[src/rtl/cpu_pkg.sv]
// Shared definitions for the CPU controller: opcodes (also used as ALU op selects),
// register-file write-source codes and the sequencer state encoding.
package cpu_pkg;

  localparam logic [3:0] OP_NOP   = 4'h0;
  localparam logic [3:0] OP_ADD   = 4'h1;
  localparam logic [3:0] OP_SUB   = 4'h2;
  localparam logic [3:0] OP_NAND  = 4'h3;
  localparam logic [3:0] OP_SHL   = 4'h4;
  localparam logic [3:0] OP_SHR   = 4'h5;
  localparam logic [3:0] OP_OUT   = 4'h6;
  localparam logic [3:0] OP_IN    = 4'h7;
  localparam logic [3:0] OP_MOV   = 4'h8;
  localparam logic [3:0] OP_LOADI = 4'h9;
  localparam logic [3:0] OP_BRZ   = 4'hA;
  localparam logic [3:0] OP_BRN   = 4'hB;
  localparam logic [3:0] OP_JMP   = 4'hC;
  localparam logic [3:0] OP_HALT  = 4'hF;

  localparam logic [1:0] WSRC_ALU = 2'd0;
  localparam logic [1:0] WSRC_IMM = 2'd1;
  localparam logic [1:0] WSRC_IN  = 2'd2;

  typedef enum logic [2:0] {
    S_FETCH,
    S_DECODE,
    S_EXEC,
    S_IMM_WAIT,
    S_IMM,
    S_IO_WAIT,
    S_HALT
  } state_t;

  function automatic logic is_two_byte(input logic [3:0] op);
    return op inside {OP_LOADI, OP_BRZ, OP_BRN, OP_JMP};
  endfunction

endpackage

[src/rtl/cpu_control_unit.sv]
// Instruction sequencer: fetches and decodes bytes from synchronous-read memory,
// drives the ALU op select and register-file writeback, and runs the IN/OUT handshakes.
module cpu_control_unit
  import cpu_pkg::*;
#(
  parameter int unsigned PC_W     = 8,
  parameter int unsigned RESET_PC = 0
) (
  input  logic            clk,
  input  logic            rst,
  output logic [PC_W-1:0] imem_addr,
  input  logic [7:0]      imem_rdata,
  output logic [3:0]      alu_sel,
  input  logic [7:0]      alu_result,
  input  logic            flag_n,
  input  logic            flag_z,
  output logic [1:0]      rf_ra,
  output logic [1:0]      rf_rb,
  output logic            rf_we,
  output logic [1:0]      rf_wa,
  output logic [1:0]      rf_wsrc,
  output logic [7:0]      imm,
  input  logic [7:0]      in_data,
  input  logic            in_valid,
  output logic            in_ready,
  output logic [7:0]      out_data,
  output logic            out_valid,
  input  logic            out_ready,
  output logic            halted
);

  state_t          state, state_next;
  logic [PC_W-1:0] pc;
  logic [PC_W-1:0] pc_inc;
  logic [PC_W-1:0] target;
  logic [7:0]      ir;
  logic [3:0]      opcode;
  logic [1:0]      rd;
  logic [1:0]      rs;

  // in_data goes straight to the register-file write mux; only its handshake is sequenced here.
  logic unused_in_data;
  assign unused_in_data = ^in_data;

  assign opcode    = ir[7:4];
  assign rd        = ir[3:2];
  assign rs        = ir[1:0];
  assign rf_wa     = rd;
  assign imem_addr = pc;
  assign pc_inc    = pc + PC_W'(1);
  assign target    = PC_W'(imem_rdata);

  always_ff @(posedge clk or negedge rst) begin
    if (!rst) begin
      state    <= S_FETCH;
      pc       <= PC_W'(RESET_PC);
      ir       <= '0;
      imm      <= '0;
      out_data <= '0;
    end else begin
      state <= state_next;
      case (state)
        S_DECODE: begin
          ir <= imem_rdata;
          pc <= pc_inc;
        end
        S_EXEC: begin
          if (opcode == OP_OUT) out_data <= alu_result;
        end
        S_IMM: begin
          imm <= imem_rdata;
          case (opcode)
            OP_LOADI: pc <= pc_inc;
            OP_JMP:   pc <= target;
            OP_BRZ:   pc <= flag_z ? target : pc_inc;
            OP_BRN:   pc <= flag_n ? target : pc_inc;
            default:  ;
          endcase
        end
        default: ;
      endcase
    end
  end

  always_comb begin
    state_next = state;
    alu_sel    = OP_NOP;
    rf_ra      = '0;
    rf_rb      = '0;
    rf_we      = 1'b0;
    rf_wsrc    = WSRC_ALU;
    in_ready   = 1'b0;
    out_valid  = 1'b0;
    halted     = 1'b0;
    case (state)
      S_FETCH: state_next = S_DECODE;
      S_DECODE: begin
        // ir is not loaded yet, so decode straight from the memory byte.
        if (is_two_byte(imem_rdata[7:4]))      state_next = S_IMM_WAIT;
        else if (imem_rdata[7:4] == OP_HALT)   state_next = S_HALT;
        else                                   state_next = S_EXEC;
      end
      S_EXEC: begin
        rf_ra      = rd;
        rf_rb      = rs;
        state_next = S_FETCH;
        if (opcode <= OP_MOV) alu_sel = opcode;
        case (opcode)
          OP_ADD, OP_SUB, OP_NAND, OP_SHL, OP_SHR, OP_MOV: rf_we = 1'b1;
          OP_OUT, OP_IN: state_next = S_IO_WAIT;
          default: ;
        endcase
      end
      S_IMM_WAIT: state_next = S_IMM;
      S_IMM: begin
        state_next = S_FETCH;
        if (opcode == OP_LOADI) begin
          rf_we   = 1'b1;
          rf_wsrc = WSRC_IMM;
        end
      end
      S_IO_WAIT: begin
        if (opcode == OP_OUT) begin
          out_valid = 1'b1;
          if (out_ready) state_next = S_FETCH;
        end else begin
          in_ready = 1'b1;
          if (in_valid) begin
            rf_we      = 1'b1;
            rf_wsrc    = WSRC_IN;
            state_next = S_FETCH;
          end
        end
      end
      S_HALT: halted = 1'b1;
      default: state_next = S_FETCH;
    endcase
  end

endmodule

[config.mk]
export PLATFORM = sky130hd
export DESIGN_NAME = cpu_control_unit
export DESIGN_NICKNAME = d
export VERILOG_FILES = /design/src/rtl/cpu_pkg.sv /design/src/rtl/cpu_control_unit.sv
export SDC_FILE = /design/constraint.sdc
export NUM_CORES = 1
export LEC_CHECK = 0
export BUFFER_PORTS_ARGS = -buffer_cell sky130_fd_sc_hd__buf_4
export CAP_MARGIN = 30
export CORE_UTILIZATION = 50
export CTS_CLUSTER_SIZE = 24
export DETAILED_ROUTE_END_ITERATION = 7
export GPL_TIMING_DRIVEN = 0
export HOLD_SLACK_MARGIN = 0.08
export PLACE_DENSITY = 0.93
export SYNTH_ARGS = -nofsm -noshare
export SYNTH_HDL_FRONTEND = slang
export SYNTH_SLANG_ARGS = --single-unit
[constraint.sdc]
create_clock -name clk -period 5.4 [get_ports clk]
set_input_delay 1.08 -clock clk [delete_from_list [all_inputs] [get_ports clk]]
set_output_delay 1.08 -clock clk [all_outputs]
set_load 0.03 [all_outputs]
==> flow_metrics.env <==
export IMPL_ys_seq_area_share_pct=47.36
export IMPL_maxCapViolations=0
export IMPL_utilization_pct=72.12
export IMPL_max_freq_ghz=0.3309
export IMPL_synth_edf_count=0
export IMPL_endpoint_kind="output port"
export IMPL_yosys_area_top_type_share_pct=47.36
export IMPL_met2WireLength_um=2067
export IMPL_power_leakage_nw=1.195
export IMPL_critPathBufInv=2
export IMPL_worstMarginPinSlew_ns=0.5989
export IMPL_firstDrtPassIters=4
export IMPL_die_area_sq_um=3946
export IMPL_hold_path_endpoint="out_data[4]"
export IMPL_clk_latency_ns=0.29
export IMPL_holdPathStages=1
export IMPL_core_rowCount=21
export IMPL_top_layer="met4"
export IMPL_comb_power_share_pct=55.8
export IMPL_cts_max_path_buffers=2
export IMPL_grt_pass1_wl_um=6934
export IMPL_slowest_delay_ns=0.37
export IMPL_p_int_mw=0.9492
export IMPL_die_width_um=62.82
export IMPL_synthMostInstantiatedCell="dfrtp_1"
export IMPL_synthFlopType="dfrtp_1"
export IMPL_final_setup_viol_count=0
export IMPL_r2r_start="ir[6]"
export IMPL_rsz0062_at_grt="false"
export IMPL_ys_warn_count=0
export IMPL_syn_inst=170
export IMPL_netSwitchingPower_mw=0.7281
export IMPL_reg2reg_slack_ns=3.46
export IMPL_drt_initial_drc_count=83
export IMPL_cts_buffers=5
export IMPL_synthDistinctLibCells=41
export IMPL_instances_no_fill=285
export IMPL_antenna_cells=0
export IMPL_synthTopCellsByArea="dfrtp_1 (47%), mux2_2 (14%), mux2i_1 (2.7%)"
export IMPL_cts_tree="built"
export IMPL_critPathTopFamily="simple AND/OR/NAND/NOR gates"
export IMPL_io_buffers=61
export IMPL_fillers=257
export IMPL_async_flop_share_pct=100.0
export IMPL_yosys_area_top_type="dfrtp_1"
export IMPL_setup_ws_ns=2.378
export IMPL_required_ns=4.32
export IMPL_post_place_ws_ns=2.598
export IMPL_pwr_share_clk_pct=14.5
export IMPL_fin_skew_ns=0.002650
export IMPL_place_area_sq_um=2365
export IMPL_fin_area_sq_um=2482
export IMPL_slew_viol_final=0
export IMPL_routed_wl_um=4208
export IMPL_synth_seq_cells=35
export IMPL_grt_pass1_vias=1443
export IMPL_post_cts_buffers=0
export IMPL_gr_total_overflow=0
export IMPL_r2r_end="imem_addr[5]"
export IMPL_pin_count=70
export IMPL_finalPower_mw=1.677
export IMPL_p_sw_share_pct=43.41
export IMPL_status="completed"
export IMPL_critPathKind="flop to output port"
export IMPL_dp_cells=277
export IMPL_yosys_top_cells_count="dfrtp_1 (35), mux2_2 (23), nand2_1 (11), nor2_1 (10), buf_2 (8)"
export IMPL_worst_path_most_repeated_cell="nand2b_1"
export IMPL_cts_sinks=35
export IMPL_via_per_inst=5.456
export IMPL_drive_above_1_share_pct=46.44
export IMPL_relSlewSlack_pct=59.54
export IMPL_peakVddDrop_mv=0.3951
export IMPL_fp_coreArea_sq_um=3442
export IMPL_pwr_density_cell_nw_per_um2=675.7
export IMPL_die_h_um=62.82
export IMPL_crit_chain="buf_2, nand2b_1, nor3b_2, nand2b_1, nor2_1, a211o_1, buf_4"
export IMPL_cp_slowest_cell="dfrtp_1"
export IMPL_cts_root_buf="clkbuf_8"
export IMPL_min_path_type="flop to flop"
export IMPL_hold_path_startpoint="out_data[4]"
export IMPL_cts_clk_slew_worst_paths_ns=0.07
export IMPL_cp_arrival_ns=1.94
export IMPL_cts_hold_buffers=0
export IMPL_start_util_pct=53.73
export IMPL_dp_hpwl_um=3118
export IMPL_min_period_over_period_pct=55.96
export IMPL_reg2reg_depth=5
export IMPL_crit_fanout=10
export IMPL_cts_resized=0
export IMPL_wl_met3_um=188
export IMPL_wire_per_inst_um=14.76
export IMPL_grt_max_degree=36
export IMPL_ant_nets=0
export IMPL_cp_start_kind="flop"
export IMPL_seqPwrFrac_pct=29.7
export IMPL_hold_slack_ns=0.5092
export IMPL_h_tree_depth=2
export IMPL_areaGrowthSynthToFinish_pct=34.24
export IMPL_fin_tns_setup_ns=0
export IMPL_antenna_found_initial=0
export IMPL_drc=0
export IMPL_grt_usage_pct=23.01
export IMPL_avgSynthCellArea_sq_um=10.88
export IMPL_fin_crit_ns=3.022
export IMPL_gp_congestion=0.8203
export IMPL_vias=1555
export IMPL_synth_fp_nets=201
export IMPL_drt_met1_wl_um=1887
export IMPL_hold_viol_final=0
export IMPL_nets=269
export IMPL_synth_area_sq_um=1849
-- worst max path at each step --
stage	to	slack (ns)	cells after the start	from
final	rf_we	2.38	7	ir[7]
after global routing	rf_we	2.22	5	state[0]
after CTS	rf_we	2.36	7	ir[7]
after detailed placement	rf_we	2.60	5	in_valid
after global placement	rf_we	2.61	5	in_valid
after floorplan	rf_we	2.07	4	state[0]
-- registers in the layout, summed over array words and instances, names as in the netlist --
signal     count
ir             8
imm            8
state          3
imem_addr      8
out_data       8
-- routing by layer --
| metal | up-vias | global-route usage, % |
|---|---|---|
| met5 | - | 0 |
| met4 | 0 | 7.558 |
| met3 | 8 | 7.117 |
| met2 | 38 | 37.09 |
| met1 | 756 | 29.28 |
| li1 | 753 | - |
-- layout by cell type, fill, tap and decap left out, drive strengths merged, types with 2 or more instances in the layout --
master | synthesis | final
mux2 | 23 | 23
and2 | 5 | 5
a2bb2oi | 4 | 4
o211ai | 2 | 2
a21oi | 7 | 7
nand2b | 5 | 5
nor3b | 5 | 5
inv | 5 | 5
nor2 | 10 | 10
dfrtp | 35 | 35
o221ai | 3 | 3
nor4bb | 2 | 2
buf | 11 | 72
or2 | 2 | 2
mux2i | 5 | 5
nand3 | 6 | 6
and3 | 6 | 6
o21ai | 4 | 4
nand2 | 11 | 11
nand4 | 2 | 2
clkbuf | 0 | 6
-- power groups by stage --
stage          clock [mW]  combinational [mW]  sequential, mW
2_1_floorplan           0               0.475           0.655
3_3_place_gp            0               0.914           0.490
3_5_place_dp            0               0.937           0.501
4_1_cts             0.248               0.941           0.498
5_1_grt             0.262                1.00           0.517
6_report            0.243               0.936           0.498
-- cells by family (layout without fill, tap and decap cells) --
family | after synthesis | in the layout | synth area share, %
compound gates | 29 | 29 | 11.64
xor+xnor | 1 | 1 | 0.4737
fa+ha+maj | 1 | 1 | 0.6765
buf+inv | 16 | 85 | 4.398
flops | 35 | 35 | 47.36
mux | 28 | 28 | 16.71
simple gates | 60 | 60 | 18.74
-- layout make-up --
type                       instances  area, sq um  area share [%]
timing repair buffer              61        457.9           18.45
clock inverter                     2        35.03           1.411
clock buffer                       6        82.58           3.327
multi-input combinational        119        892.1           35.94
tap                               46        57.56           2.319
inverter                           5        18.77          0.7560
sequential                        35        875.8           35.28
buffer                            11        62.56           2.520
No activity file was read; power rests on OpenSTA's default activity.
